$ cat src/rtl/byte_inc_pkg.sv
// Shared definitions for the byte_inc job scheduler: FSM state encoding,
// default geometry and the word-count helper.
package byte_inc_pkg;

    localparam int ADDR_WIDTH_DFLT = 10;
    localparam int BYTE_CNT_DFLT   = 8;

    typedef enum logic [2:0] {
        ST_IDLE       = 3'd0,
        ST_CHECK      = 3'd1,
        ST_LAUNCH     = 3'd2,
        ST_WAIT_START = 3'd3,
        ST_WAIT_DONE  = 3'd4,
        ST_REPORT     = 3'd5
    } sched_state_t;

    // Number of data words touched by a job of 'length' bytes (ceil-division).
    function automatic int unsigned words_of(input int unsigned length,
                                             input int unsigned byte_cnt);
        return (length + byte_cnt - 1) / byte_cnt;
    endfunction

endpackage

$ cat src/rtl/byte_inc_sched_if.sv
// Job request / completion bundle between requesters, the scheduler and byte_inc.
interface byte_inc_sched_if
    import byte_inc_pkg::*;
#(
    parameter int N_REQ      = 4,
    parameter int ADDR_WIDTH = ADDR_WIDTH_DFLT
);
    localparam int IDX_W = $clog2(N_REQ);

    logic [N_REQ-1:0]            req_valid_i;
    logic [N_REQ-1:0]            req_ready_o;
    logic [N_REQ*ADDR_WIDTH-1:0] req_base_addr_i;
    logic [N_REQ*ADDR_WIDTH-1:0] req_length_i;
    logic [N_REQ-1:0]            done_o;
    logic [N_REQ-1:0]            err_o;
    logic                        busy_o;
    logic [IDX_W-1:0]            grant_id_o;
    logic                        inc_run_o;
    logic [ADDR_WIDTH-1:0]       inc_base_addr_o;
    logic [ADDR_WIDTH-1:0]       inc_length_o;
    logic                        inc_waitrequest_i;

    // Scheduler side.
    modport slave (
        input  req_valid_i, req_base_addr_i, req_length_i, inc_waitrequest_i,
        output req_ready_o, done_o, err_o, busy_o, grant_id_o,
               inc_run_o, inc_base_addr_o, inc_length_o
    );

    // Requesters and byte_inc side.
    modport master (
        output req_valid_i, req_base_addr_i, req_length_i, inc_waitrequest_i,
        input  req_ready_o, done_o, err_o, busy_o, grant_id_o,
               inc_run_o, inc_base_addr_o, inc_length_o
    );

endinterface

$ cat src/rtl/byte_inc_sched_rr_arbiter.sv
// Round-robin arbiter: picks the first active request at or after ptr, wrapping.
module rr_arbiter #(
    parameter  int N_REQ = 4,
    localparam int IDX_W = $clog2(N_REQ)
) (
    input  logic [N_REQ-1:0] req,
    input  logic             en,
    input  logic [IDX_W-1:0] ptr,
    output logic [N_REQ-1:0] gnt,
    output logic [IDX_W-1:0] idx,
    output logic             any
);
    logic [IDX_W:0]   sum;
    logic [IDX_W-1:0] cand;

    // Scan from the farthest offset down so the closest request to ptr wins.
    always_comb begin
        gnt  = '0;
        idx  = '0;
        any  = 1'b0;
        sum  = '0;
        cand = '0;
        if (en) begin
            for (int i = N_REQ - 1; i >= 0; i--) begin
                sum = {1'b0, ptr} + (IDX_W + 1)'(i);
                if (sum >= (IDX_W + 1)'(N_REQ)) begin
                    sum = sum - (IDX_W + 1)'(N_REQ);
                end
                cand = sum[IDX_W-1:0];
                if (req[cand]) begin
                    gnt       = '0;
                    gnt[cand] = 1'b1;
                    idx       = cand;
                    any       = 1'b1;
                end
            end
        end
    end

endmodule

$ cat src/rtl/byte_inc_sched.sv
// Round-robin job scheduler in front of byte_inc: one job in flight, validated,
// launched on the run/waitrequest port and reported back to its owner.
module byte_inc_sched
    import byte_inc_pkg::*;
#(
    parameter int N_REQ         = 4,
    parameter int ADDR_WIDTH    = ADDR_WIDTH_DFLT,
    parameter int BYTE_CNT      = BYTE_CNT_DFLT,
    parameter int START_TIMEOUT = 15
) (
    input logic             clk_i,
    input logic             rst_ni,
    byte_inc_sched_if.slave bus
);
    localparam int IDX_W = $clog2(N_REQ);
    localparam int TO_W  = $clog2(START_TIMEOUT + 1);

    typedef logic [ADDR_WIDTH:0] word_t;
    localparam word_t ADDR_SPAN = {1'b1, {ADDR_WIDTH{1'b0}}};

    localparam logic [2:0] S_IDLE       = 3'(ST_IDLE);
    localparam logic [2:0] S_CHECK      = 3'(ST_CHECK);
    localparam logic [2:0] S_LAUNCH     = 3'(ST_LAUNCH);
    localparam logic [2:0] S_WAIT_START = 3'(ST_WAIT_START);
    localparam logic [2:0] S_WAIT_DONE  = 3'(ST_WAIT_DONE);
    localparam logic [2:0] S_REPORT     = 3'(ST_REPORT);

    logic [2:0]            state_q;
    logic [IDX_W-1:0]      rr_ptr_q;
    logic [IDX_W-1:0]      grant_q;
    logic [ADDR_WIDTH-1:0] base_q;
    logic [ADDR_WIDTH-1:0] len_q;
    logic                  err_q;
    logic [TO_W-1:0]       to_cnt_q;

    logic                  arb_en;
    logic [N_REQ-1:0]      arb_gnt;
    logic [IDX_W-1:0]      arb_idx;
    logic                  arb_any;
    logic [ADDR_WIDTH-1:0] sel_base;
    logic [ADDR_WIDTH-1:0] sel_len;
    word_t                 words;
    word_t                 end_word;
    logic                  chk_err;
    logic [N_REQ-1:0]      owner_vec;

    // Grant only from IDLE with byte_inc free; rst_ni gating keeps ready low in reset.
    assign arb_en = (state_q == S_IDLE) && !bus.inc_waitrequest_i && rst_ni;

    rr_arbiter #(.N_REQ(N_REQ)) u_arb (
        .req (bus.req_valid_i),
        .en  (arb_en),
        .ptr (rr_ptr_q),
        .gnt (arb_gnt),
        .idx (arb_idx),
        .any (arb_any)
    );

    always_comb begin
        sel_base = '0;
        sel_len  = '0;
        for (int k = 0; k < N_REQ; k++) begin
            if (arb_gnt[k]) begin
                sel_base = bus.req_base_addr_i[k*ADDR_WIDTH +: ADDR_WIDTH];
                sel_len  = bus.req_length_i[k*ADDR_WIDTH +: ADDR_WIDTH];
            end
        end
    end

    // One extra bit so a job ending exactly at the top of the space is legal.
    assign words    = word_t'(words_of(32'(len_q), 32'(BYTE_CNT)));
    assign end_word = {1'b0, base_q} + words;
    assign chk_err  = (len_q == '0) || (end_word > ADDR_SPAN);

    always_ff @(posedge clk_i or negedge rst_ni) begin
        if (!rst_ni) begin
            state_q  <= S_IDLE;
            rr_ptr_q <= '0;
            grant_q  <= '0;
            base_q   <= '0;
            len_q    <= '0;
            err_q    <= 1'b0;
            to_cnt_q <= '0;
        end else begin
            case (state_q)
                S_IDLE: begin
                    if (arb_any) begin
                        base_q   <= sel_base;
                        len_q    <= sel_len;
                        grant_q  <= arb_idx;
                        err_q    <= 1'b0;
                        rr_ptr_q <= (arb_idx == IDX_W'(N_REQ - 1)) ? '0 : arb_idx + IDX_W'(1);
                        state_q  <= S_CHECK;
                    end
                end
                S_CHECK: begin
                    if (chk_err) begin
                        err_q   <= 1'b1;
                        state_q <= S_REPORT;
                    end else begin
                        state_q <= S_LAUNCH;
                    end
                end
                S_LAUNCH: begin
                    to_cnt_q <= '0;
                    state_q  <= S_WAIT_START;
                end
                S_WAIT_START: begin
                    if (bus.inc_waitrequest_i) begin
                        state_q <= S_WAIT_DONE;
                    end else if (to_cnt_q == TO_W'(START_TIMEOUT - 1)) begin
                        err_q   <= 1'b1;
                        state_q <= S_REPORT;
                    end else begin
                        to_cnt_q <= to_cnt_q + TO_W'(1);
                    end
                end
                S_WAIT_DONE: begin
                    if (!bus.inc_waitrequest_i) begin
                        state_q <= S_REPORT;
                    end
                end
                S_REPORT: begin
                    state_q <= S_IDLE;
                end
                default: begin
                    state_q <= S_IDLE;
                end
            endcase
        end
    end

    // Outputs are decodes of registered state, so async reset clears them at once.
    assign owner_vec           = {{(N_REQ - 1){1'b0}}, 1'b1} << grant_q;
    assign bus.req_ready_o     = arb_gnt;
    assign bus.done_o          = (state_q == S_REPORT) ? owner_vec : '0;
    assign bus.err_o           = (state_q == S_REPORT && err_q) ? owner_vec : '0;
    assign bus.busy_o          = (state_q != S_IDLE);
    assign bus.grant_id_o      = grant_q;
    assign bus.inc_run_o       = (state_q == S_LAUNCH);
    assign bus.inc_base_addr_o = (state_q == S_LAUNCH) ? base_q : '0;
    assign bus.inc_length_o    = (state_q == S_LAUNCH) ? len_q : '0;

endmodule
$ cat src/flat_wrapper.sv
// flat-port wrapper written by rule: the top's interface ports become plain ports
module byte_inc_sched_flat import byte_inc_pkg::*;
#(
    parameter int N_REQ         = 4,
    parameter int ADDR_WIDTH    = ADDR_WIDTH_DFLT,
    parameter int BYTE_CNT      = BYTE_CNT_DFLT,
    parameter int START_TIMEOUT = 15
)
  (clk_i, rst_ni, bus_req_valid_i, bus_req_base_addr_i, bus_req_length_i, bus_inc_waitrequest_i, bus_req_ready_o, bus_done_o, bus_err_o, bus_busy_o, bus_grant_id_o, bus_inc_run_o, bus_inc_base_addr_o, bus_inc_length_o);
  byte_inc_sched_if #(.N_REQ(N_REQ), .ADDR_WIDTH(ADDR_WIDTH)) bus_i ();
  input logic clk_i;
  input logic rst_ni;
  input wire logic [$bits(bus_i.req_valid_i)-1:0] bus_req_valid_i;
  input wire logic [$bits(bus_i.req_base_addr_i)-1:0] bus_req_base_addr_i;
  input wire logic [$bits(bus_i.req_length_i)-1:0] bus_req_length_i;
  input wire logic [$bits(bus_i.inc_waitrequest_i)-1:0] bus_inc_waitrequest_i;
  output wire logic [$bits(bus_i.req_ready_o)-1:0] bus_req_ready_o;
  output wire logic [$bits(bus_i.done_o)-1:0] bus_done_o;
  output wire logic [$bits(bus_i.err_o)-1:0] bus_err_o;
  output wire logic [$bits(bus_i.busy_o)-1:0] bus_busy_o;
  output wire logic [$bits(bus_i.grant_id_o)-1:0] bus_grant_id_o;
  output wire logic [$bits(bus_i.inc_run_o)-1:0] bus_inc_run_o;
  output wire logic [$bits(bus_i.inc_base_addr_o)-1:0] bus_inc_base_addr_o;
  output wire logic [$bits(bus_i.inc_length_o)-1:0] bus_inc_length_o;
  assign bus_i.req_valid_i = bus_req_valid_i;
  assign bus_i.req_base_addr_i = bus_req_base_addr_i;
  assign bus_i.req_length_i = bus_req_length_i;
  assign bus_i.inc_waitrequest_i = bus_inc_waitrequest_i;
  assign bus_req_ready_o = bus_i.req_ready_o;
  assign bus_done_o = bus_i.done_o;
  assign bus_err_o = bus_i.err_o;
  assign bus_busy_o = bus_i.busy_o;
  assign bus_grant_id_o = bus_i.grant_id_o;
  assign bus_inc_run_o = bus_i.inc_run_o;
  assign bus_inc_base_addr_o = bus_i.inc_base_addr_o;
  assign bus_inc_length_o = bus_i.inc_length_o;
  byte_inc_sched #(.N_REQ(N_REQ), .ADDR_WIDTH(ADDR_WIDTH), .BYTE_CNT(BYTE_CNT), .START_TIMEOUT(START_TIMEOUT)) u_core (.clk_i(clk_i), .rst_ni(rst_ni), .bus(bus_i));
endmodule
$ cat config.mk
export PLATFORM = sky130hd
export DESIGN_NAME = byte_inc_sched_flat
export DESIGN_NICKNAME = d
export VERILOG_FILES = /design/src/rtl/byte_inc_pkg.sv /design/src/rtl/byte_inc_sched_if.sv /design/src/rtl/byte_inc_sched_rr_arbiter.sv /design/src/rtl/byte_inc_sched.sv /design/src/flat_wrapper.sv
export SDC_FILE = /design/constraint.sdc
export NUM_CORES = 1
export LEC_CHECK = 0
export CAP_MARGIN = 40
export CORE_MARGIN = 5
export CORE_UTILIZATION = 40
export DETAILED_ROUTE_END_ITERATION = 8
export PLACE_DENSITY = 0.86
export SLEW_MARGIN = 40
export SYNTH_ARGS = -nofsm -noshare
export SYNTH_HDL_FRONTEND = slang
export SYNTH_HIERARCHICAL = 1
export SYNTH_SLANG_ARGS = --single-unit
$ cat constraint.sdc
create_clock -name clk_i -period 3.4 [get_ports clk_i]
set_clock_uncertainty 0.05 [all_clocks]
set_input_delay 0.34 -clock clk_i [delete_from_list [all_inputs] [get_ports clk_i]]
set_output_delay 0.34 -clock clk_i [all_outputs]
set_load 0.05 [all_outputs]
==> run metrics, run 1 <==
Synth Area in Adders 8.03%; Startpoint Class flip-flop; share of cells above drive strength 1 9.54%; largest net degree at the start of global routing 42; fin. max-slew vios 0; diode count 0; post_cts resized 0; power per cell area 791 nW/um^2; crit-path max FO 7; clk buf depth 2; CP Capture Type flip-flop; synthesized area per cell 7.88 sq um; Post-Synthesis Cells 407; endpoints failing setup 0; initial antenna violation count 0; RSZ-0062 raised after global routing no; Fin Setup TNS 0 ps; TritonCTS buffer count 5; post-synthesis sequential element count 32; Die X 99.6 um; global routing usage on met2 34.1%; multiplexer share of the synthesized area 4.49%; # port buffers 122; total placed cells including tap cells 618; Synth Area in Simple Gates 28.4%; Data required, critical path 3520 ps; Synth Flop Type dfrtp_1; worst-margin pin slew 513 ps; most common cell after layout, fill and taps aside clkdlybuf4s50_1; starting density of the core 41.3%; Critical Path AT 3280 ps; FILL cells 662; number of distinct library cells after synthesis 61; Worst R2R Path Depth 12; Seq/Total Area, Yosys 25.0%; number of global-route vias before repair 3500; Post-Syn Nets 514; Non-Filler Instances 626; fin nets 630; Num Clock Sinks 32; status completed; Reg2Reg Setup Slack 240 ps; CTS tree done; Worst R2R Start u_core/len_q[1]$_DFFE_PN0P_; Routed WL 9870 um; Max-cap violations 0; Pre-antenna DRT Iters 6; die area 9910 sq um; Tcrit/Tclk final 93.0%; hold crit path type input port to async pin; most used routing layer met2; hold slack 443 ps; First DRT Iteration DRCs 153; first-pass GRT wire length 16400 um; via count 3558; compound-cell area share of the yosys netlist 25.9%; core box area 7770 sq um; Top Ports 123; # H-tree levels 2; P&R area growth vs syn 49.1%; Synth Warn # 6; Total GRT Usage 19.9%; Max-slew headroom 65.7%; largest family of logic cells by synthesized area simple AND/OR/NAND/NOR gates; RR Endpoint u_core/state_q[1]$_DFFE_PN0P_; total gr overflow 0; Clk pin slew, worst setup/hold paths 70 ps; M1 GR Usage 24.4%; post-DP HPWL 7870 um; antenna viol nets, final 0; vias per cell 5.68; Lkg Pwr 1.88 nW; M3 GR Usage 5.33%; Max rail drop VDD 0.319 mV; setup bufs post-CTS 0; Final Wtd Congestion 0.869; Post-Synth XOR/XNOR Area 2.18%; Post-synth EDFFs 0; mean routed wirelength per cell 15.8 um; clock root buffer clkbuf_8; Mapped Area 3210 sq um; commonest non-fill, non-tap cells in the layout clkdlybuf4s50_1 (118), a21oi_1 (55), nor2_1 (49); Die Span Y 99.6 um; DRC 0; Async SR Flop Fraction 100%; Tmin final 3160 ps; final hold violation count 0; Max Freq 316 MHz; Post-CTS Hold Buffers 0; CP Class flip-flop to flip-flop; Clock Latency Late Sink 290 ps; number of cell rows 32
==> per-stage QoR <==
stage | worst slack (ps) | power [mW] | utilization, % | area [sq um]
5_1_grt | 35.6 | 4.08 | 61.6 | 4780
3_3_place_gp | 147 | 3.33 | 60.2 | 4680
6_report | 240 | 3.79 | 61.6 | 4780
2_1_floorplan | 2.81 | 2.68 | - | 3300
4_1_cts | 258 | 3.78 | 61.6 | 4780
3_5_place_dp | 57.7 | 3.40 | 60.2 | 4680
==> layer usage <==
metal	part of all wire (%)	wire, um
met1	40	3980
met2	49	4880
met3	8.8	868
met4	1.4	140
met5	0	0
==> state kept, by name (all words and copies together) (netlist names) <==
name,cells
u_core/base_q,10
u_core/bus.grant_id_o,2
u_core/err_q,1
u_core/len_q,10
u_core/rr_ptr_q,2
u_core/state_q,3
u_core/to_cnt_q,4
==> power breakdown <==
| part | switching, mW | internal (mW) |
|---|---|---|
| logic | 1.53 | 1.12 |
| registers | 0.219 | 0.549 |
| clock network | 0.142 | 0.217 |
| total | 1.90 | 1.89 |
==> layout make-up <==
| class | instances | area (sq um) | share of cell area (%) |
|---|---|---|---|
| Multi-Input combinational cell | 333 | 2300 | 48.1 |
| Timing Repair Buffer | 136 | 1390 | 29.1 |
| Sequential cell | 32 | 801 | 16.7 |
| Tap cell | 102 | 128 | 2.67 |
| Clock buffer | 6 | 72.6 | 1.52 |
| Inverter | 15 | 56.3 | 1.18 |
| Clock inverter | 2 | 35.0 | 0.732 |
==> critical path, cell delays in order (launching register included) <==
cell and delay, ps:
dfrtp_1 410, nor3_1 90, nor2b_1 210, and3_1 270, nand4_1 160, xnor2_1 170, ha_1 380, or2_2 330
a32o_1 260, o21ai_0 110, a32oi_2 110, and2_2 210, o31a_1 290
==> synthesized netlist by cell type (2+ instances only) <==
cell / count / area (sq um)
xor2_1: 3 / 26.3
buf_6: 3 / 33.8
or2_2: 2 / 12.5
buf_2: 3 / 15.0
clkbuf_1: 20 / 75.1
o21ai_0: 11 / 55.1
ha_1: 19 / 238
nand3b_1: 2 / 15.0
or3_1: 4 / 25.0
dfrtp_1: 32 / 801
mux2_2: 3 / 33.8
nand3_1: 13 / 65.1
o21a_1: 2 / 15.0
nand2b_1: 5 / 31.3
nand4_1: 2 / 12.5
nor2b_1: 25 / 156
nor3b_1: 3 / 22.5
a22o_1: 4 / 35.0
and2_1: 21 / 131
inv_1: 15 / 56.3
nand2_1: 13 / 48.8
a21oi_1: 55 / 275
nor2_1: 49 / 184
nor3_1: 23 / 115
o22ai_1: 2 / 12.5
o41ai_1: 2 / 17.5
mux2i_1: 2 / 20.0
xnor2_1: 5 / 43.8
mux4_2: 4 / 90.1
a221oi_1: 29 / 254
==> worst max-delay path by stage <==
stage	to	startpoint	slack, ps
2_1_floorplan	u_core/len_q[2]$_DFFE_PN0P_	u_core/rr_ptr_q[1]$_DFFE_PN0P_	3
3_3_place_gp	u_core/base_q[7]$_DFFE_PN0P_	bus_req_valid_i[2]	150
3_5_place_dp	u_core/len_q[4]$_DFFE_PN0P_	bus_req_valid_i[2]	60
4_1_cts	u_core/state_q[1]$_DFFE_PN0P_	u_core/len_q[1]$_DFFE_PN0P_	260
5_1_grt	u_core/state_q[0]$_DFFE_PN0P_	u_core/len_q[0]$_DFFE_PN0P_	40
6_report	u_core/state_q[1]$_DFFE_PN0P_	u_core/len_q[1]$_DFFE_PN0P_	240
==> cells by family (layout without fill, tap and decap cells) <==
| logic type | after synthesis | count (layout) |
|---|---|---|
| buf+inv | 42 | 159 |
| flops | 32 | 32 |
| compound gates | 123 | 123 |
| mux | 9 | 9 |
| simple gates | 173 | 173 |
| fa+ha+maj | 20 | 20 |
| xor+xnor | 8 | 8 |
(Power assumes the default switching activity.)
==> run 2: changes to the inputs <==
Settings changed: PLACE_DENSITY 0.86 to 0.82, SYNTH_HIERARCHICAL 1 to default.
==> run 2 against run 1 <==
Final area increased by 23%. Critical path type unchanged. First-iteration DRC count increased by 120%. Routed wire length increased by 46%. Die area increased by 24%. Sequential power increased by 6.1%. Clock power decreased by 25%.
==> run metrics, run 2 <==
status completed; CP Buf/Inv Count 0 (unchanged); Die Span Y 111 um (+11%); # port buffers 122 (unchanged); most common cell after layout, fill and taps aside clkdlybuf4s50_1; Tmin final 3390 ps (+232 ps); post-DP HPWL 11100 um (+42%); hold slack 439 ps (-3.97 ps); Synth Warn # 0 (-6); area leader, netlist dfrtp_1; TritonCTS buffer count 5 (unchanged); CTS tree done; commonest cells in the netlist o21ai_0 (48), nor2_1 (46), a22oi_1 (40), dfrtp_1 (32), clkbuf_1 (25); Top Ports 123 (unchanged); final hold violation count 0 (unchanged); Area contributors post-synth dfrtp_1 (20%), a22oi_1 (7.4%), ha_1 (6.8%); number of global-route vias before repair 4595 (+31%); Routed WL 14400 um (+46%); via count 4727 (+33%); Num Clock Sinks 32 (unchanged); Seq pwr share 15.4% (-4.9 points); Synth Flop Type dfrtp_1; clk buf depth 2 (unchanged); CP Class flip-flop to flip-flop; total gr overflow 0 (unchanged); Tcrit/Tclk final 99.8% (+6.8 points); Post-Synthesis Cells 518 (+27%); Max Freq 295 MHz (-6.9%); Sw Ratio 52.8% (+2.7 points); Total GRT Usage 22.0% (+2.1 points); crit-path max FO 7 (unchanged); P_int 2.49 mW (+32%); Post-synth EDFFs 0 (unchanged); worst-margin pin slew 664 ps (+151 ps); starting density of the core 41.2% (-0.079 points); fin nets 757 (+20%); post-synthesis sequential element count 32 (unchanged); Die X 111 um (+11%); Mapped Area 4070 sq um (+27%); critical path's slowest cell or4_4; Yosys top cell area share 19.7% (-5.3 points); fin. max-slew vios 0 (unchanged); clock root buffer clkbuf_8; post-layout util 59.7% (-1.9 points); first-pass GRT wire length 23100 um (+41%); Final Wtd Congestion 0.900 (+3.6%); Lkg Pwr 2.29 nW (+22%); Pre-antenna DRT Iters 6 (unchanged); DRC 0 (unchanged); core box area 9860 sq um (+27%); First DRT Iteration DRCs 337 (+120%); P&R area growth vs syn 44.9%; Max-slew headroom 55.8% (-10 points); largest net degree at the start of global routing 33 (-21%); Data required, critical path 3510 ps (about the same); mean routed wirelength per cell 18.5 um (+17%); RSZ-0062 raised after global routing yes; Max rail drop VDD 0.353 mV (+11%); slowest cell delay on critical path 590 ps (+180 ps); synthesized area per cell 7.85 sq um (-0.41%); Critical Path AT 3500 ps (+220 ps); clock group share of total power 5.1% (-4.4 points); family with the most delay on the worst path compound AO/OA/AOI/OAI gates; Seq/Total Area, Yosys 19.7% (-5.3 points); Startpoint Class flip-flop; number of distinct library cells after synthesis 61 (unchanged); die area 12300 sq um (+24%); commonest non-fill, non-tap cells in the layout clkdlybuf4s50_1 (118), buf_4 (48), nor2_1 (45); initial antenna violation count 1 (+1); endpoints failing setup 0 (unchanged); Clock Latency Late Sink 280 ps (about the same); antenna viol nets, final 0 (unchanged); Max-cap violations 0 (unchanged); number of cell rows 36 (+13%); Clk pin slew, worst setup/hold paths 70 ps (about the same); CP startpoint u_core.len_q[4]$_DFFE_PN0P_; Comb pwr share 79.5% (+9.3 points); Post-Syn Nets 628 (+22%); share of cells above drive strength 1 16.7% (+7.2 points); crit path cell chain ha_4 > xor2_1 > a2bb2oi_2 > or4_4 > a31o_2 > ha_4 > a21oi_4 > o21ai_0 > a21oi_1 > xnor2_1 > o32ai_4 > o21a_1; vias per cell 6.07 (+6.8%); CP Capture Type flip-flop; # H-tree levels 2 (unchanged); Worst R2R Start u_core.len_q[4]$_DFFE_PN0P_; most used cell, CP ha_4; hold crit path type input port to async pin; count leader, synth o21ai_0; diode count 0 (unchanged); Async SR Flop Fraction 100% (unchanged); Top Registers u_core.base_q: 10 flops, u_core.len_q: 10 flops, u_core.to_cnt_q: 4 flops; power per cell area 896 nW/um^2 (+13%); Net Sw Power 2.79 mW (+47%)
[run 2: worst register-to-register path, cell delays in order, from the launching register on]
cell and delay [ps]:
dfrtp_2 440, ha_4 190, xor2_1 170, a2bb2oi_2 140
or4_4 590, a31o_2 300, ha_4 280, a21oi_4 190
o21ai_0 130, a21oi_1 190, xnor2_1 220, o32ai_4 180
o21a_1 200
[run 2: power by group through the flow]
stage                     logic, mW  clock network (mW)  registers (mW)
after global routing           4.51               0.294           0.848
final                          4.20               0.269           0.815
after global placement         3.77                   0           0.779
after floorplan                2.76                   0           0.717
after detailed placement       3.86                   0           0.792
after CTS                      3.91               0.280           0.792
[run 2: stage by stage]
stage          area, sq um  setup TNS (ps)  setup WS, ps  cells  power, mW
2_1_floorplan         4100               0         0.789    518       3.48
3_3_place_gp          5650            -105         -40.6    772       4.55
3_5_place_dp          5650            -401          -129    772       4.65
4_1_cts               5750               0          13.8    778       4.98
5_1_grt               5890            -371          -111    779       5.65
6_report              5890               0          7.23    779       5.28
[run 2: timing repair]
action                                  4_1_cts  5_1_grt
resized for setup                             8       23
hold endpoints to repair                      0        0
hold buffers                                  0        0
endpoints found under the setup margin        4        4
cloned                                        0        0
buffers inserted                              0        1
pin swaps                                     2       14
[run 2: cells by family (layout without fill, tap and decap cells)]
logic type	count (synthesis)	in the layout	synth area share (%)
and+or+nand+nor	193	193	25.6
buffers and inverters	58	186	7.05
adders and majority gates	23	23	7.26
DFF	32	32	19.7
muxes	12	12	4.25
xor gates and xnor gates	16	16	3.45
AOI/OAI and AO/OA	184	184	32.7
[run 2: final timing paths]
path                                                  end  slack [ps]  cells after the start
setup / recovery            u_core.state_q[1]$_DFFE_PN0P_           7                     12
hold / removal             u_core.to_cnt_q[3]$_DFFE_PN0P_         440                      2
setup reg to reg            u_core.state_q[1]$_DFFE_PN0P_           7                     12
hold reg to reg            u_core.to_cnt_q[0]$_DFFE_PN0P_         470                      1
max in group asynchronous     u_core.len_q[4]$_DFFE_PN0P_        2530                      2
min in group clk_i         u_core.to_cnt_q[0]$_DFFE_PN0P_         470                      1
[run 2: metal layers]
metal / wire length (um) / share of wire (%) / GRT usage, % / up-vias
li1: - / - / - / 2216
met1: 5860 / 41 / 28.7 / 2238
met2: 7020 / 49 / 37.8 / 249
met3: 1290 / 9.0 / 3.38 / 22
met4: 200 / 1.4 / 5.67 / 2
met5: 7 / 0.049 / 0 / -
[run 2: final cells by class]
type | count | area [sq um]
clock buffers | 6 | 72.6
multi-input cells | 428 | 3180
repair buffers | 171 | 1630
well taps | 133 | 166
inverters | 9 | 33.8
flip-flops and latches | 32 | 803
fillers | 858 | 3970
==> run 3: changes to the inputs <==
Settings changed: PLACE_DENSITY 0.82 to 0.86, SYNTH_HIERARCHICAL from default to 1.
==> results of run 3 <==
The final DEF is identical to that of run 1; final timing and power are the same.
